===== config.mk =====
export PLATFORM = sky130hd
export DESIGN_NAME = down_counter3
export DESIGN_NICKNAME = d
export VERILOG_FILES = /design/src/rtl/down_counter3_pkg.sv /design/src/rtl/down_counter3_step.sv /design/src/rtl/down_counter3.sv
export SDC_FILE = /design/constraint.sdc
export NUM_CORES = 1
export LEC_CHECK = 0
export ABC_AREA = 1
export ABC_CLOCK_PERIOD_IN_PS = 1700
export CAP_MARGIN = 20
export CORE_AREA = 2 2 39 41
export DETAILED_ROUTE_END_ITERATION = 10
export DIE_AREA = 0 0 41 43
export PLACE_DENSITY = 0.59
export REMOVE_ABC_BUFFERS = 1
export SLEW_MARGIN = 5
export SYNTH_ARGS = -nofsm -noshare
export SYNTH_HDL_FRONTEND = slang
export SYNTH_SLANG_ARGS = --single-unit

===== constraint.sdc =====
create_clock -name Clk -period 1.7 [get_ports Clk]
set_input_delay 0.425 -clock Clk [delete_from_list [all_inputs] [get_ports Clk]]
set_output_delay 0.425 -clock Clk [all_outputs]
set_load 0.02 [all_outputs]

===== src/rtl/down_counter3_pkg.sv =====
// Shared constants, the per-edge action encoding and its decode for the 3-bit down counter.
// Optional feature macro: DOWN_COUNTER3_AUTORELOAD_EN (borrow reloads instead of wrapping).
package down_counter3_pkg;

  localparam int unsigned CNT_W = 3;

  localparam logic [CNT_W-1:0] STEP1         = 3'd1;
  localparam logic [CNT_W-1:0] STEP2         = 3'd2;
  localparam logic [CNT_W-1:0] RESET_VAL_DEF = 3'b111;

  typedef enum logic [1:0] {
    ACT_HOLD  = 2'b00,
    ACT_COUNT = 2'b01,
    ACT_LOAD  = 2'b10
  } action_e;

  // Load outranks count, count outranks hold.
  function automatic action_e decode_action(input logic n_load, input logic n_e);
    action_e act;
    if (!n_load) begin
      act = ACT_LOAD;
    end else if (!n_e) begin
      act = ACT_COUNT;
    end else begin
      act = ACT_HOLD;
    end
    return act;
  endfunction

endpackage : down_counter3_pkg


===== src/rtl/down_counter3_step.sv =====
// Combinational decrement by one or two, flagging a borrow when the step passes below zero.
module down_counter3_step
  import down_counter3_pkg::*;
(
  input  logic [CNT_W-1:0] cur,
  input  logic             cntby2,
  output logic [CNT_W-1:0] nxt,
  output logic             borrow
);

  logic [CNT_W-1:0] step;

  assign step   = cntby2 ? STEP2 : STEP1;
  // Subtraction wraps naturally modulo 2**CNT_W.
  assign nxt    = CNT_W'(cur - step);
  assign borrow = (cur < step);

endmodule : down_counter3_step


===== src/rtl/down_counter3.sv =====
// Loadable 3-bit down counter with step 1/2, registered borrow pulse and combinational zero flag.
// Define DOWN_COUNTER3_AUTORELOAD_EN to reload the last loaded value on borrow instead of wrapping.
module down_counter3
  import down_counter3_pkg::*;
#(
  parameter logic [CNT_W-1:0] RESET_VAL = RESET_VAL_DEF
) (
  input  logic             Clk,
  input  logic             nReset,
  input  logic             nE,
  input  logic             cntby2,
  input  logic             nLoad,
  input  logic [CNT_W-1:0] din,
  output logic [CNT_W-1:0] out,
  output logic             tc,
  output logic             zero
);

  logic [CNT_W-1:0] cnt_q;
  logic [CNT_W-1:0] cnt_d;
  logic             tc_q;
  logic             tc_d;
  logic [CNT_W-1:0] step_nxt;
  logic             step_borrow;
  action_e          act;

  assign act = decode_action(nLoad, nE);

  down_counter3_step u_step (
    .cur    (cnt_q),
    .cntby2 (cntby2),
    .nxt    (step_nxt),
    .borrow (step_borrow)
  );

`ifdef DOWN_COUNTER3_AUTORELOAD_EN
  logic [CNT_W-1:0] reload_q;
  logic [CNT_W-1:0] reload_d;

  // Next-state: a borrowing count restarts from the last loaded value.
  always_comb begin
    cnt_d    = cnt_q;
    tc_d     = 1'b0;
    reload_d = reload_q;
    unique case (act)
      ACT_LOAD: begin
        cnt_d    = din;
        reload_d = din;
      end
      ACT_COUNT: begin
        tc_d  = step_borrow;
        cnt_d = step_borrow ? reload_q : step_nxt;
      end
      default: begin
        cnt_d = cnt_q;
      end
    endcase
  end

  always_ff @(posedge Clk or negedge nReset) begin
    if (!nReset) begin
      reload_q <= RESET_VAL;
    end else begin
      reload_q <= reload_d;
    end
  end
`else
  // Next-state: a borrowing count simply wraps.
  always_comb begin
    cnt_d = cnt_q;
    tc_d  = 1'b0;
    unique case (act)
      ACT_LOAD: begin
        cnt_d = din;
      end
      ACT_COUNT: begin
        tc_d  = step_borrow;
        cnt_d = step_nxt;
      end
      default: begin
        cnt_d = cnt_q;
      end
    endcase
  end
`endif

  always_ff @(posedge Clk or negedge nReset) begin
    if (!nReset) begin
      cnt_q <= RESET_VAL;
      tc_q  <= 1'b0;
    end else begin
      cnt_q <= cnt_d;
      tc_q  <= tc_d;
    end
  end

  assign out  = cnt_q;
  assign tc   = tc_q;
  assign zero = (cnt_q == '0);

endmodule : down_counter3


==> impl_metrics.json, run 1 <==
{
  "netlist.area_leader.share": 0.269,
  "synthFlopType": "dfstp_2",
  "crit_family": "flip-flops",
  "start_util": 0.212,
  "ys_seq_area_frac": 0.355,
  "vias": 295,
  "tritoncts": "built",
  "pre_cts_slack_ns": -0.231,
  "synth-seq-cells": 4,
  "vdd_drop_max_mv": 0.184,
  "crit_buf_inv": 1,
  "drc": 0,
  "ys_warn_count": 0,
  "core-area_sq_um": 1380,
  "worst-setup-path-type": "register to primary output",
  "cpMaxStageDelayCell": "dfstp_2",
  "drt_iter0_drc": 6,
  "synth_area_leaders": "dfstp_2, nand2_1, inv_1, dfrtp_1, ha_1",
  "setup_slack_ns": 0.105,
  "finalMaxSlewViolations": 0,
  "cap_violations": 0,
  "cp-end-kind": "primary output",
  "cts-htree-levels": 1,
  "post_cts_buffers": 0,
  "drive_above_1_share": 0.267,
  "timing.fmax_mhz": 627,
  "numClockSinks": 4,
  "async_flop_share": 1.00,
  "path_clk_slew_ns": 0.04,
  "dr.pass1.iters": 4,
  "place.gp.congestion": 0.741,
  "grt_first_pass_wirelength_um": 1070,
  "die_x_um": 41,
  "maxSlewHeadroom": 0.862,
  "totalNegativeSetupSlack_ns": 0,
  "clockBufferDepth": 2,
  "grt_max_degree": 6,
  "hold_buffers": 0,
  "syn-cell-area_sq_um": 293,
  "status": "finished, final reports clean",
  "yosysTopAreaCell": "dfstp_2",
  "crit_arrival_ns": 1.17,
  "grt_overflow_total": 0,
  "cp.required_ns": 1.27,
  "nets": 72,
  "slowest_delay_ns": 0.57,
  "io_buffers": 12,
  "wire_per_inst_um": 8.30,
  "syn_inst": 41,
  "cts-root-buf": "clkbuf_4",
  "yosysMostFrequentCell": "nand2_1",
  "synth_edf_count": 0,
  "routed_wl_um": 631,
  "final-hold-violation-count": 0,
  "cp-start-kind": "register",
  "skew_ns": 0.0105,
  "min_period_ns": 1.60,
  "setup_violations": 0,
  "vias_per_cell": 3.88,
  "leakagePower_nw": 0.264,
  "antenna_left": 0,
  "areaGrowthSynthToFinish_pct": 65.4,
  "hold_ws_ns": 0.380,
  "finalCritPeriodShare": 0.938,
  "fp-row-count": 14,
  "ioPinCount": 13,
  "rsz0062_at_grt": "no",
  "synthTopCellsByCount": "nand2_1, inv_1, dfstp_2, nand3_1",
  "worstPathCellList": "nor3_1 -> dlygate4sd2_1",
  "place_hpwl_um": 508,
  "first_global_vias": 297,
  "synth_cell_types": 14,
  "die_area_sq_um": 1760,
  "synth_area_per_cell_sq_um": 7.14,
  "dieHeight_um": 43,
  "p_per_area_nw_per_um2": 791,
  "path_max_fanout": 5,
  "postLayoutCoreUtil": 0.350,
  "grt_use_total": 0.0949,
  "antenna_found_initial": 0,
  "cts_buffers": 3,
  "hp-class": "input port to asynchronous set/reset pin",
  "diodes": 0,
  "worst_pin_slew_ns": 0.207,
  "insertion_delay_ns": 0.24
}
-- cell type report --
type	instances	area, sq um
clock buffers	4	26.3
repair buffers	15	140
flip-flops and latches	4	104
inverters	12	45.0
well taps	16	20.0
fillers	163	900
multi-input cells	25	149
-- layer usage --
metal / share of wire / track usage / routed length (um)
met5: 0 / 0 / 0
met2: 0.51 / 0.147 / 321
met3: 0.062 / 0 / 39
met4: 0 / 0.100 / 0
met1: 0.43 / 0.105 / 271
-- flip-flops by register name, indices dropped and copies added (netlist names) --
register,cells
out,3
tc,1
-- metrics by stage --
| step | cells | instance area [sq um] | power [mW] |
|---|---|---|---|
| 6_report | 76 | 484 | 0.383 |
| 5_1_grt | 76 | 484 | 0.413 |
| 4_1_cts | 76 | 477 | 0.392 |
| 3_5_place_dp | 72 | 455 | 0.264 |
| 3_3_place_gp | 72 | 455 | 0.261 |
| 2_1_floorplan | 41 | 293 | 0.194 |
-- layout by cell type, fill, tap and decap left out, drive strengths merged --
master / instances
buf: 3
clkbuf: 4
clkdlybuf4s50: 7
clkinv: 1
dfrtp: 1
dfstp: 3
dlygate4sd2: 4
dlymetal6s2s: 1
fa: 1
ha: 2
inv: 11
nand2: 14
nand3: 3
nor2: 3
nor3: 1
o21ai: 1
-- where the power goes --
part | leakage (nW) | internal [mW] | total (mW) | switching [mW]
Combinational | 0.204 | 0.0611 | 0.128 | 0.0668
Clock | 0.0150 | 0.0882 | 0.130 | 0.0417
Sequential | 0.0451 | 0.114 | 0.125 | 0.0118
Total | 0.264 | 0.263 | 0.383 | 0.120
-- worst paths after layout --
kind,start,end,slack (ns),cells past startpoint
hold reg to reg,out[0],out[0],0.52,2
hold / removal,nReset,tc,0.38,1
setup / recovery,out[1],zero,0.10,2
min in group Clk,out[0],out[0],0.52,2
setup reg to reg,out[0],out[1],0.17,6
max in group asynchronous,nReset,out[0],1.08,1
-- cell families (layout without fill, tap and decap cells) --
| group | after synthesis | count (layout) | share of synthesized area |
|---|---|---|---|
| AO/OA/AOI/OAI | 1 | 1 | 0.0171 |
| buffers and inverters | 12 | 31 | 0.154 |
| AND/OR/NAND/NOR | 21 | 21 | 0.320 |
| adder cells (fa/ha/maj) | 3 | 3 | 0.154 |
| flip-flops | 4 | 4 | 0.355 |
-- repair_timing --
item / in CTS / in global routing
resized for setup: 4 / 4
endpoints found under the hold margin: 0 / 0
endpoints found under the setup margin: 4 / 2
pin swaps: 0 / 0
(Power assumes the default switching activity.)
==> inputs of run 2 (changes only) <==
==> constraint.sdc (replaced) <==
create_clock -name Clk -period 1.7 [get_ports Clk]
set_input_delay 0.425 -clock Clk [delete_from_list [all_inputs] [get_ports Clk]]
set_output_delay 0.425 -clock Clk [all_outputs]
set_load 0.1 [all_outputs]
==> impl_metrics.json, run 2 (synthesized netlist as in run 1, its figures left out) <==
{
  "status": "finished, final reports clean",
  "worst_pin_slew_ns": 0.335,
  "clockBufferDepth": 2,
  "final_cell_mix": "nand2_1, inv_1, clkdlybuf4s50_1",
  "multi_input_area_sq_um": 149,
  "hp-class": "input port to asynchronous set/reset pin",
  "largest_reg_flops": 3,
  "finalCritPeriodShare": 0.952,
  "skew_ns": 0.00933,
  "min_period_ns": 1.62,
  "wire_per_inst_um": 7.96,
  "cp-end-kind": "primary output",
  "path_max_fanout": 5,
  "hold_ws_ns": 0.372,
  "grt_overflow_total": 0,
  "crit_arrival_ns": 1.19,
  "r2r_end": "out[1]",
  "regArea_sq_um": 104,
  "nets": 71,
  "cts-root-buf": "clkbuf_4",
  "crit_path_end": "zero",
  "die_x_um": 41,
  "vias": 305,
  "drt_iter0_drc": 2,
  "diodes": 0,
  "antenna_found_initial": 0,
  "drc": 0,
  "r2r-start": "out[0]",
  "insertion_delay_ns": 0.24,
  "grt_use_total": 0.0958,
  "vias_per_cell": 4.07,
  "hold_buffers": 0,
  "cp-start-kind": "register",
  "final-hold-violation-count": 0,
  "core-area_sq_um": 1380,
  "areaGrowthSynthToFinish_pct": 81.6,
  "r2r_cells": 6,
  "path_clk_slew_ns": 0.04,
  "fin_cells": 75,
  "place.gp.congestion": 0.764,
  "post_cts_buffers": 0,
  "drive_above_1_share": 0.339,
  "start_util": 0.212,
  "postLayoutCoreUtil": 0.384,
  "rsz0062_at_grt": "no",
  "cp-startpoint": "out[1]",
  "routed_wl_um": 597,
  "p_per_area_nw_per_um2": 967,
  "cap_violations": 0,
  "worst-setup-path-type": "register to primary output",
  "setup.reg_to_reg.worst_slack_ns": 0.16,
  "maxSlewHeadroom": 0.775,
  "fp-row-count": 14,
  "mostFrequentLayoutCell": "nand2_1",
  "finalMaxSlewViolations": 0,
  "fillCellCount": 142,
  "setup_slack_ns": 0.0816,
  "placedCellCount": 71,
  "cp.required_ns": 1.27,
  "antenna_left": 0,
  "p_total_mw": 0.514,
  "cts_buffers": 3,
  "timing.fmax_mhz": 618,
  "io_buffers": 12,
  "dr.pass1.iters": 4,
  "grt_first_pass_wirelength_um": 1060,
  "setup_violations": 0,
  "tritoncts": "built",
  "pre_cts_slack_ns": -0.213,
  "leakagePower_nw": 0.275,
  "cts-htree-levels": 1,
  "dieHeight_um": 43,
  "grt_max_degree": 7,
  "first_global_vias": 293,
  "die_area_sq_um": 1760,
  "numClockSinks": 4,
  "ioPinCount": 13,
  "vdd_drop_max_mv": 0.360,
  "place_hpwl_um": 491
}
## run 2: cell count changes in the layout (fill, tap and decap cells not counted)
| cell | before | now |
|---|---|---|
| dlygate4sd2_1 | 4 | 0 |
| buf_12 | 0 | 5 |
| buf_4 | 3 | 2 |
| clkdlybuf4s50_1 | 7 | 6 |
## run 2: routing by layer
metal	global-route usage	wire length [um]
met2	0.128	302
met5	0	0
met3	0.0209	49
met4	0.100	17
met1	0.114	228
## run 2: where the power goes
group          leakage (nW)  switching, mW  total, mW  internal, mW
combinational         0.215          0.152      0.247        0.0956
clock                0.0150         0.0448      0.133        0.0884
sequential           0.0451         0.0197      0.134         0.114
total                 0.275          0.216      0.514         0.298
## run 2: final cells by class
type | count | area share
clock buffers | 4 | 0.0494
inverters | 12 | 0.0847
multi-input cells | 25 | 0.280
flip-flops and latches | 4 | 0.195
well taps | 16 | 0.0376
repair buffers | 14 | 0.353
## run 2: how the worst min path moves through the flow
stage            from     end  slack [ns]  cells after the start
2_1_floorplan  nReset      tc        0.13                      0
3_3_place_gp   out[0]  out[0]        0.54                      2
5_1_grt        nReset      tc        0.39                      1
3_5_place_dp   out[0]  out[0]        0.53                      2
6_report       nReset      tc        0.37                      1
4_1_cts        nReset      tc        0.37                      1
## run 2: timing repair
action | CTS | global route
endpoints found under the hold margin | 0 | 0
gates resized for setup | 0 | 4
setup endpoints to repair | 0 | 2
## run 2: stage by stage
step                setup TNS [ns]  cell area [sq um]
finish                           0                532
global route                     0                532
CTS                              0                524
detailed placement          -0.419                498
global placement            -0.360                498
floorplan                    -1.69                293
## run 2: worst max-delay path: stages, from the launching register on
cell and delay, ns:
dfstp_2 0.40, nor3_1 0.33, buf_12 0.22
==> inputs of run 3 (changes only) <==
- SKIP_CTS_REPAIR_TIMING: default -> 1
==> results of run 3 <==
No change in the layout: final DEF, timing and power equal those of run 2.
